--- config.mk ---
export PLATFORM = sky130hd
export DESIGN_NAME = dc_fifo_write_ctrl
export DESIGN_NICKNAME = d
export VERILOG_FILES = /design/src/rtl/dc_fifo_pkg.sv /design/src/rtl/dc_onehot_to_bin.sv /design/src/rtl/dc_fifo_write_ctrl.sv
export SDC_FILE = /design/constraint.sdc
export NUM_CORES = 1
export LEC_CHECK = 0
export CORE_UTILIZATION = 25
export CTS_CLUSTER_DIAMETER = 60
export DETAILED_ROUTE_END_ITERATION = 10
export PLACE_DENSITY = 0.79
export RECOVER_POWER = 100
export SETUP_SLACK_MARGIN = 0.1
export SLEW_MARGIN = 10
export SYNTH_ARGS = -nofsm -noshare
export SYNTH_HDL_FRONTEND = slang
export SYNTH_SLANG_ARGS = --single-unit
--- constraint.sdc ---
create_clock -name clk -period 2.85 [get_ports clk]
set_input_delay 0.57 -clock clk [delete_from_list [all_inputs] [get_ports clk]]
set_output_delay 0.57 -clock clk [all_outputs]
set_load 0.02 [all_outputs]
--- src/rtl/dc_fifo_pkg.sv ---
// -----------------------------------------------------------------------------
// dc_fifo_pkg
//   Definitions shared by the write controller and the buffer-side modules of
//   the dual-clock token-ring FIFO.
//   - log2  : ceiling log2, used to size binary slot indices and level outputs.
//   - rotl1 : rotate a one-hot pointer left by one slot inside a ring of
//             'depth' slots (bit depth-1 wraps to bit 0). Pointers are carried
//             zero-extended to PTR_MAX bits so one function serves every depth.
// -----------------------------------------------------------------------------
package dc_fifo_pkg;

   // Widest one-hot ring supported by rotl1.
   localparam int PTR_MAX = 64;

   function automatic int log2(input int value);
      int result;
      result = 0;
      for (int i = 0; i < 31; i++) begin
         if ((32'sd1 <<< i) < value) begin
            result = i + 1;
         end else begin
            result = result;
         end
      end
      return result;
   endfunction

   // Bits at or above 'depth' are outside the ring and come back as zero.
   function automatic logic [PTR_MAX-1:0] rotl1(input logic [PTR_MAX-1:0] vec,
                                                input int depth);
      logic [PTR_MAX-1:0] result;
      result = '0;
      for (int i = 0; i < PTR_MAX; i++) begin
         if (i == 0) begin
            result[i] = vec[depth-1];
         end else if (i < depth) begin
            result[i] = vec[i-1];
         end else begin
            result[i] = 1'b0;
         end
      end
      return result;
   endfunction

endpackage

--- src/rtl/dc_onehot_to_bin.sv ---
// -----------------------------------------------------------------------------
// dc_onehot_to_bin
//   OR-reduction one-hot to binary encoder: output bit b is the OR of every
//   input bit whose index has bit b set. A non-one-hot input yields the OR of
//   the indices of its set bits (no priority logic).
// Ports
//   onehot  in   WIDTH       one-hot slot vector
//   bin     out  BIN_WIDTH   binary index of the set bit
// -----------------------------------------------------------------------------
module dc_onehot_to_bin
   import dc_fifo_pkg::*;
#(
   parameter  int WIDTH     = 8,
   localparam int BIN_WIDTH = log2(WIDTH)
) (
   input  logic [WIDTH-1:0]     onehot,
   output logic [BIN_WIDTH-1:0] bin
);

   // Encode: each output bit collects the slots whose index contains that bit.
   always_comb begin
      bin = '0;
      for (int b = 0; b < BIN_WIDTH; b++) begin
         for (int i = 0; i < WIDTH; i++) begin
            if (i[b]) begin
               bin[b] = bin[b] | onehot[i];
            end else begin
               bin[b] = bin[b];
            end
         end
      end
   end

endmodule

--- src/rtl/dc_fifo_write_ctrl.sv ---
// -----------------------------------------------------------------------------
// dc_fifo_write_ctrl
//   Write-side controller of the dual-clock token-ring FIFO, directly upstream
//   of dc_data_buffer. The write pointer is one-hot and advances by one slot on
//   every accepted beat. One slot is always left empty, so wp == rp means empty
//   and "next wp == rp" means full.
//
//   Optional build macro: DC_WR_SYNC_EN
//     defined   : read_pointer is passed through a 2-flop synchronizer on clk
//                 (reset value = slot 0); ready_out/level see a change after
//                 exactly two clk edges.
//     undefined : read_pointer is used directly (already synchronized outside).
//
// Ports
//   clk            in   1             write-domain clock
//   rstn           in   1             asynchronous active-low reset
//   data_in        in   DATA_WIDTH    upstream payload
//   valid_in       in   1             upstream valid
//   ready_out      out  1             upstream ready (not full)
//   write_pointer  out  BUFFER_DEPTH  one-hot write slot, also exported to read side
//   write_data     out  DATA_WIDTH    payload to dc_data_buffer (= data_in)
//   read_pointer   in   BUFFER_DEPTH  one-hot next-read slot from read domain
//   level          out  LEVEL_WIDTH   entries held, writer's (conservative) view
// -----------------------------------------------------------------------------
module dc_fifo_write_ctrl
   import dc_fifo_pkg::*;
#(
   parameter  int DATA_WIDTH   = 32,
   parameter  int BUFFER_DEPTH = 8,
   localparam int LEVEL_WIDTH  = log2(BUFFER_DEPTH)
) (
   input  logic                    clk,
   input  logic                    rstn,
   input  logic [DATA_WIDTH-1:0]   data_in,
   input  logic                    valid_in,
   output logic                    ready_out,
   output logic [BUFFER_DEPTH-1:0] write_pointer,
   output logic [DATA_WIDTH-1:0]   write_data,
   input  logic [BUFFER_DEPTH-1:0] read_pointer,
   output logic [LEVEL_WIDTH-1:0]  level
);

   localparam logic [BUFFER_DEPTH-1:0] PTR_INIT  = {{(BUFFER_DEPTH-1){1'b0}}, 1'b1};
   localparam logic [LEVEL_WIDTH:0]    DEPTH_EXT = (LEVEL_WIDTH+1)'(BUFFER_DEPTH);

   logic [BUFFER_DEPTH-1:0] rp_int;
   logic [PTR_MAX-1:0]      wp_ext;
   logic [PTR_MAX-1:0]      rp_ext;
   logic [PTR_MAX-1:0]      wp_rot;
   logic                    full;
   logic                    accept;
   logic [LEVEL_WIDTH-1:0]  wp_bin;
   logic [LEVEL_WIDTH-1:0]  rp_bin;
   logic [LEVEL_WIDTH:0]    level_ext;
   logic                    unused_level_msb;

`ifdef DC_WR_SYNC_EN
   logic [BUFFER_DEPTH-1:0] rp_meta;
   logic [BUFFER_DEPTH-1:0] rp_sync;

   // Two-stage synchronizer for the read pointer coming from the read domain.
   always_ff @(posedge clk or negedge rstn) begin
      if (!rstn) begin
         rp_meta <= PTR_INIT;
         rp_sync <= PTR_INIT;
      end else begin
         rp_meta <= read_pointer;
         rp_sync <= rp_meta;
      end
   end

   assign rp_int = rp_sync;
`else
   assign rp_int = read_pointer;
`endif

   // The buffer writes the slot at write_pointer every cycle; that slot is not
   // yet visible to the reader, so passing data straight through is safe.
   assign write_data = data_in;

   // Zero-extend both pointers into the package's common ring width.
   always_comb begin
      wp_ext = '0;
      rp_ext = '0;
      wp_ext[BUFFER_DEPTH-1:0] = write_pointer;
      rp_ext[BUFFER_DEPTH-1:0] = rp_int;
   end

   assign wp_rot    = rotl1(wp_ext, BUFFER_DEPTH);
   assign full      = |(wp_rot & rp_ext);
   assign ready_out = ~full;
   assign accept    = valid_in & ready_out;

   // Pointer only ever rotates or reloads slot 0, so it stays one-hot even if
   // read_pointer is garbage (garbage can only stall it).
   always_ff @(posedge clk or negedge rstn) begin
      if (!rstn) begin
         write_pointer <= PTR_INIT;
      end else if (accept) begin
         write_pointer <= wp_rot[BUFFER_DEPTH-1:0];
      end else begin
         write_pointer <= write_pointer;
      end
   end

   dc_onehot_to_bin #(
      .WIDTH (BUFFER_DEPTH)
   ) u_wp_bin (
      .onehot (write_pointer),
      .bin    (wp_bin)
   );

   dc_onehot_to_bin #(
      .WIDTH (BUFFER_DEPTH)
   ) u_rp_bin (
      .onehot (rp_int),
      .bin    (rp_bin)
   );

   // Fill level = (wp - rp) mod BUFFER_DEPTH; the add-back handles wrap and
   // also covers depths that are not a power of two.
   always_comb begin
      level_ext = {1'b0, wp_bin} - {1'b0, rp_bin};
      if (wp_bin < rp_bin) begin
         level_ext = level_ext + DEPTH_EXT;
      end else begin
         level_ext = level_ext;
      end
   end

   assign level            = level_ext[LEVEL_WIDTH-1:0];
   assign unused_level_msb = level_ext[LEVEL_WIDTH];

endmodule
==> metrics.md <==
| Metric | Value |
|---|---|
| Run status | `finished clean` |
| PnR worst setup slack | `0.0810 ns` |
| Lkg Pwr | `0.000368 uW` |
| Total Power Consumption | `236 uW` |
| Final core utilization | `30.3%` |
| Hpwl dp | `1250 microns` |
| Worst EP required | `2.28 ns` |
| Synthesized flop and latch total | `8` |
| Post-Syn Area | `682 sq um` |
| ANT nets after route | `0` |
| RSZ-0062 raised after global routing | `true` |
| Switching pwr | `49.5 uW` |
| Root Driver | `clkbuf_4` |
| Pwr/cell area | `309 nW/um^2` |
| Placer Congestion | `0.719` |
| Least-Margin Pin Slew | `0.499 ns` |
| Area Growth Syn to Fin | `12.1%` |
| Synth Instances | `66` |
| Vias in the first global route | `441` |
| Initial antenna violation count | `0` |
| Clock share of power | `37.7%` |
| CP Data Arrival Time | `2.20 ns` |
| Core ar. | `2520 sq um` |
| Seq pwr share | `48.2%` |
| Syn_area_per_cell | `10.3 sq um` |
| Port bufs | `22` |
| DRC viols | `0` |
| Synth top area cells | `buf_4 (35%), dfrtp_1 (26%), mux2_2 (13%), a22oi_1 (4.4%), dfstp_2 (3.9%)` |
| Max Freq | `0.361 GHz` |
| HP Class | `flop to flop` |
| Fraction of layout cells with a size suffix above 1 | `42.4%` |
| Clock sink count | `8` |
| TritonRoute pass-1 iters | `4` |
| Pre-CTS setup slack | `-0.856 ns` |
| Clock slew at reported path FFs | `0.06 ns` |
| Clk_lat worst skew | `0.25 ns` |
| Initial drt markers | `8` |
| Routed WL per cell | `15.8 microns` |
| Post-route setup TNS | `0 ns` |
| CTS buffer count | `3` |
| Syn Nets | `111` |
| Max reg flops | `8` |
| Yosys cell types | `13` |
| CP Capture Type | `output pin` |
| # setup viols final | `0` |
| Period utilization | `97.2%` |
| Pint | `187 uW` |
| Endpoints failing hold | `0` |
| Biggest area consumer among synthesized cells | `buf_4` |
| N_diodes | `0` |
| Clk buf depth | `2` |
| Final wirelength | `1520 microns` |
| Cts hold-fix bufs | `0` |
| Finished Layout Cells | `96` |
| Gate power share | `14.1%` |
| Yosys Warn Count | `0` |
| Setup repair bufs after CTS | `0` |
| Worst Setup Start Kind | `input pin` |
| Largest net degree at the start of global routing | `9` |
| All-Layer GR Usage | `10.2%` |
| Rel. slew slack | `66.4%` |
| Via count | `446` |
| Slew Limit Fails | `0` |
| Kind of critical path | `input pin to output pin` |
| Seq/Total Area, Yosys | `29.5%` |
| First-pass GRT wire length | `2000 microns` |
| CTS tree | `built` |
| Cell count after placement | `92` |
| Sw Ratio | `21.0%` |
| Num ports | `87` |
| Top Registers | `write_pointer (8)` |
| Mean number of vias per cell | `4.65` |
| Die X | `54.2 microns` |
| Maximum vdd drop | `0.132 mV` |
| H-tree lvl count | `1` |
| Placement Rows | `18` |
| Layout net count | `112` |
| Die Ht | `54.2 microns` |
| Die ar. | `2940 sq um` |
| Grt ovf | `0` |
| Clock skew | `0.00642 ns` |
| Max-cap violations | `0` |
| Crit path time final | `2.77 ns` |
| Starting Density | `27.0%` |
| Synth top area share | `35.2%` |
| Largest Register | `write_pointer` |
| CP max FO | `2` |
## per-layer routing
layer	vias to the layer above	part of all wire (%)	wire length (microns)	global-route usage [%]
met4	0	3.5	53	7.26
met1	204	37	554	9.40
met3	12	12	180	4.17
met2	30	48	728	18.1
li1	200	-	-	-
met5	-	0	0	0
## cells in the final DEF (no fill, tap or decap), types with 2 or more instances in the layout
| cell | n |
|---|---|
| a22oi_1 | 4 |
| clkdlybuf4s50_1 | 2 |
| xnor2_2 | 2 |
| dfrtp_1 | 7 |
| clkbuf_4 | 3 |
| mux2_2 | 7 |
| nor4_1 | 4 |
| buf_2 | 3 |
| inv_1 | 2 |
| dlygate4sd2_1 | 2 |
| dlygate4sd3_1 | 12 |
| buf_4 | 6 |
## Yosys cell counts
cell	instances
fa_1	1
dfrtp_1	7
or4_1	2
mux2_2	8
inv_1	2
nand2_4	1
buf_4	32
xnor2_1	2
ha_1	1
a22oi_1	4
nor4_1	4
and4_4	1
dfstp_2	1
## cells by family after synthesis
group / Yosys count / synth area share (%)
multiplexers: 8 / 13.2
flip-flops: 8 / 29.5
buffers and inverters: 34 / 36.3
AND/OR/NAND/NOR: 8 / 9.17
adder cells (fa/ha/maj): 2 / 4.77
AO/OA/AOI/OAI: 4 / 4.40
XOR/XNOR: 2 / 2.57
## area by class of cell
| class | instances | area (sq um) |
|---|---|---|
| sequential | 8 | 201 |
| multi-input combinational | 24 | 246 |
| inverter | 2 | 7.51 |
| clock buffer | 4 | 26.3 |
| fill | 275 | 1760 |
| timing repair buffer | 28 | 245 |
| tap | 30 | 37.5 |
## power by group through the flow
stage | clock network, uW | logic, uW | registers [uW]
floorplan | 0 | 74.4 | 116
global placement | 0 | 37.0 | 116
detailed placement | 0 | 37.6 | 116
CTS | 93.9 | 35.8 | 114
global route | 97.6 | 36.2 | 114
finish | 89.1 | 33.3 | 114
## worst paths after layout
| check | cells after the start | slack (ns) | start | to |
|---|---|---|---|---|
| setup / recovery | 7 | 0.08 | read_pointer[5] | level[2] |
| min in group asynchronous | 1 | 0.66 | rstn | write_pointer[3] |
| hold / removal | 1 | 0.60 | write_pointer[4] | write_pointer[5] |
| max in group asynchronous | 1 | 1.88 | rstn | write_pointer[0] |
| hold reg to reg | 1 | 0.60 | write_pointer[4] | write_pointer[5] |
| setup reg to reg | 4 | 1.24 | write_pointer[7] | write_pointer[6] |
## worst max-delay path: stages
cell and delay (ns):
buf_2 0.11, or4_1 0.51, ha_2 0.19, fa_2 0.35
xnor2_2 0.17, xnor2_2 0.12, clkbuf_2 0.18
## stage by stage
step                      hold slack (ns)  instance area, sq um
final                               0.602                   764
after global routing                0.639                   764
after CTS                           0.597                   777
after detailed placement            0.613                   752
after global placement              0.598                   752
after floorplan                     0.274                   689
## timing repair
action | CTS | global route
gates resized for setup | 31 | 0
pin swaps | 5 | 2
setup endpoints to repair | 4 | 1
(Power assumes the default switching activity.)
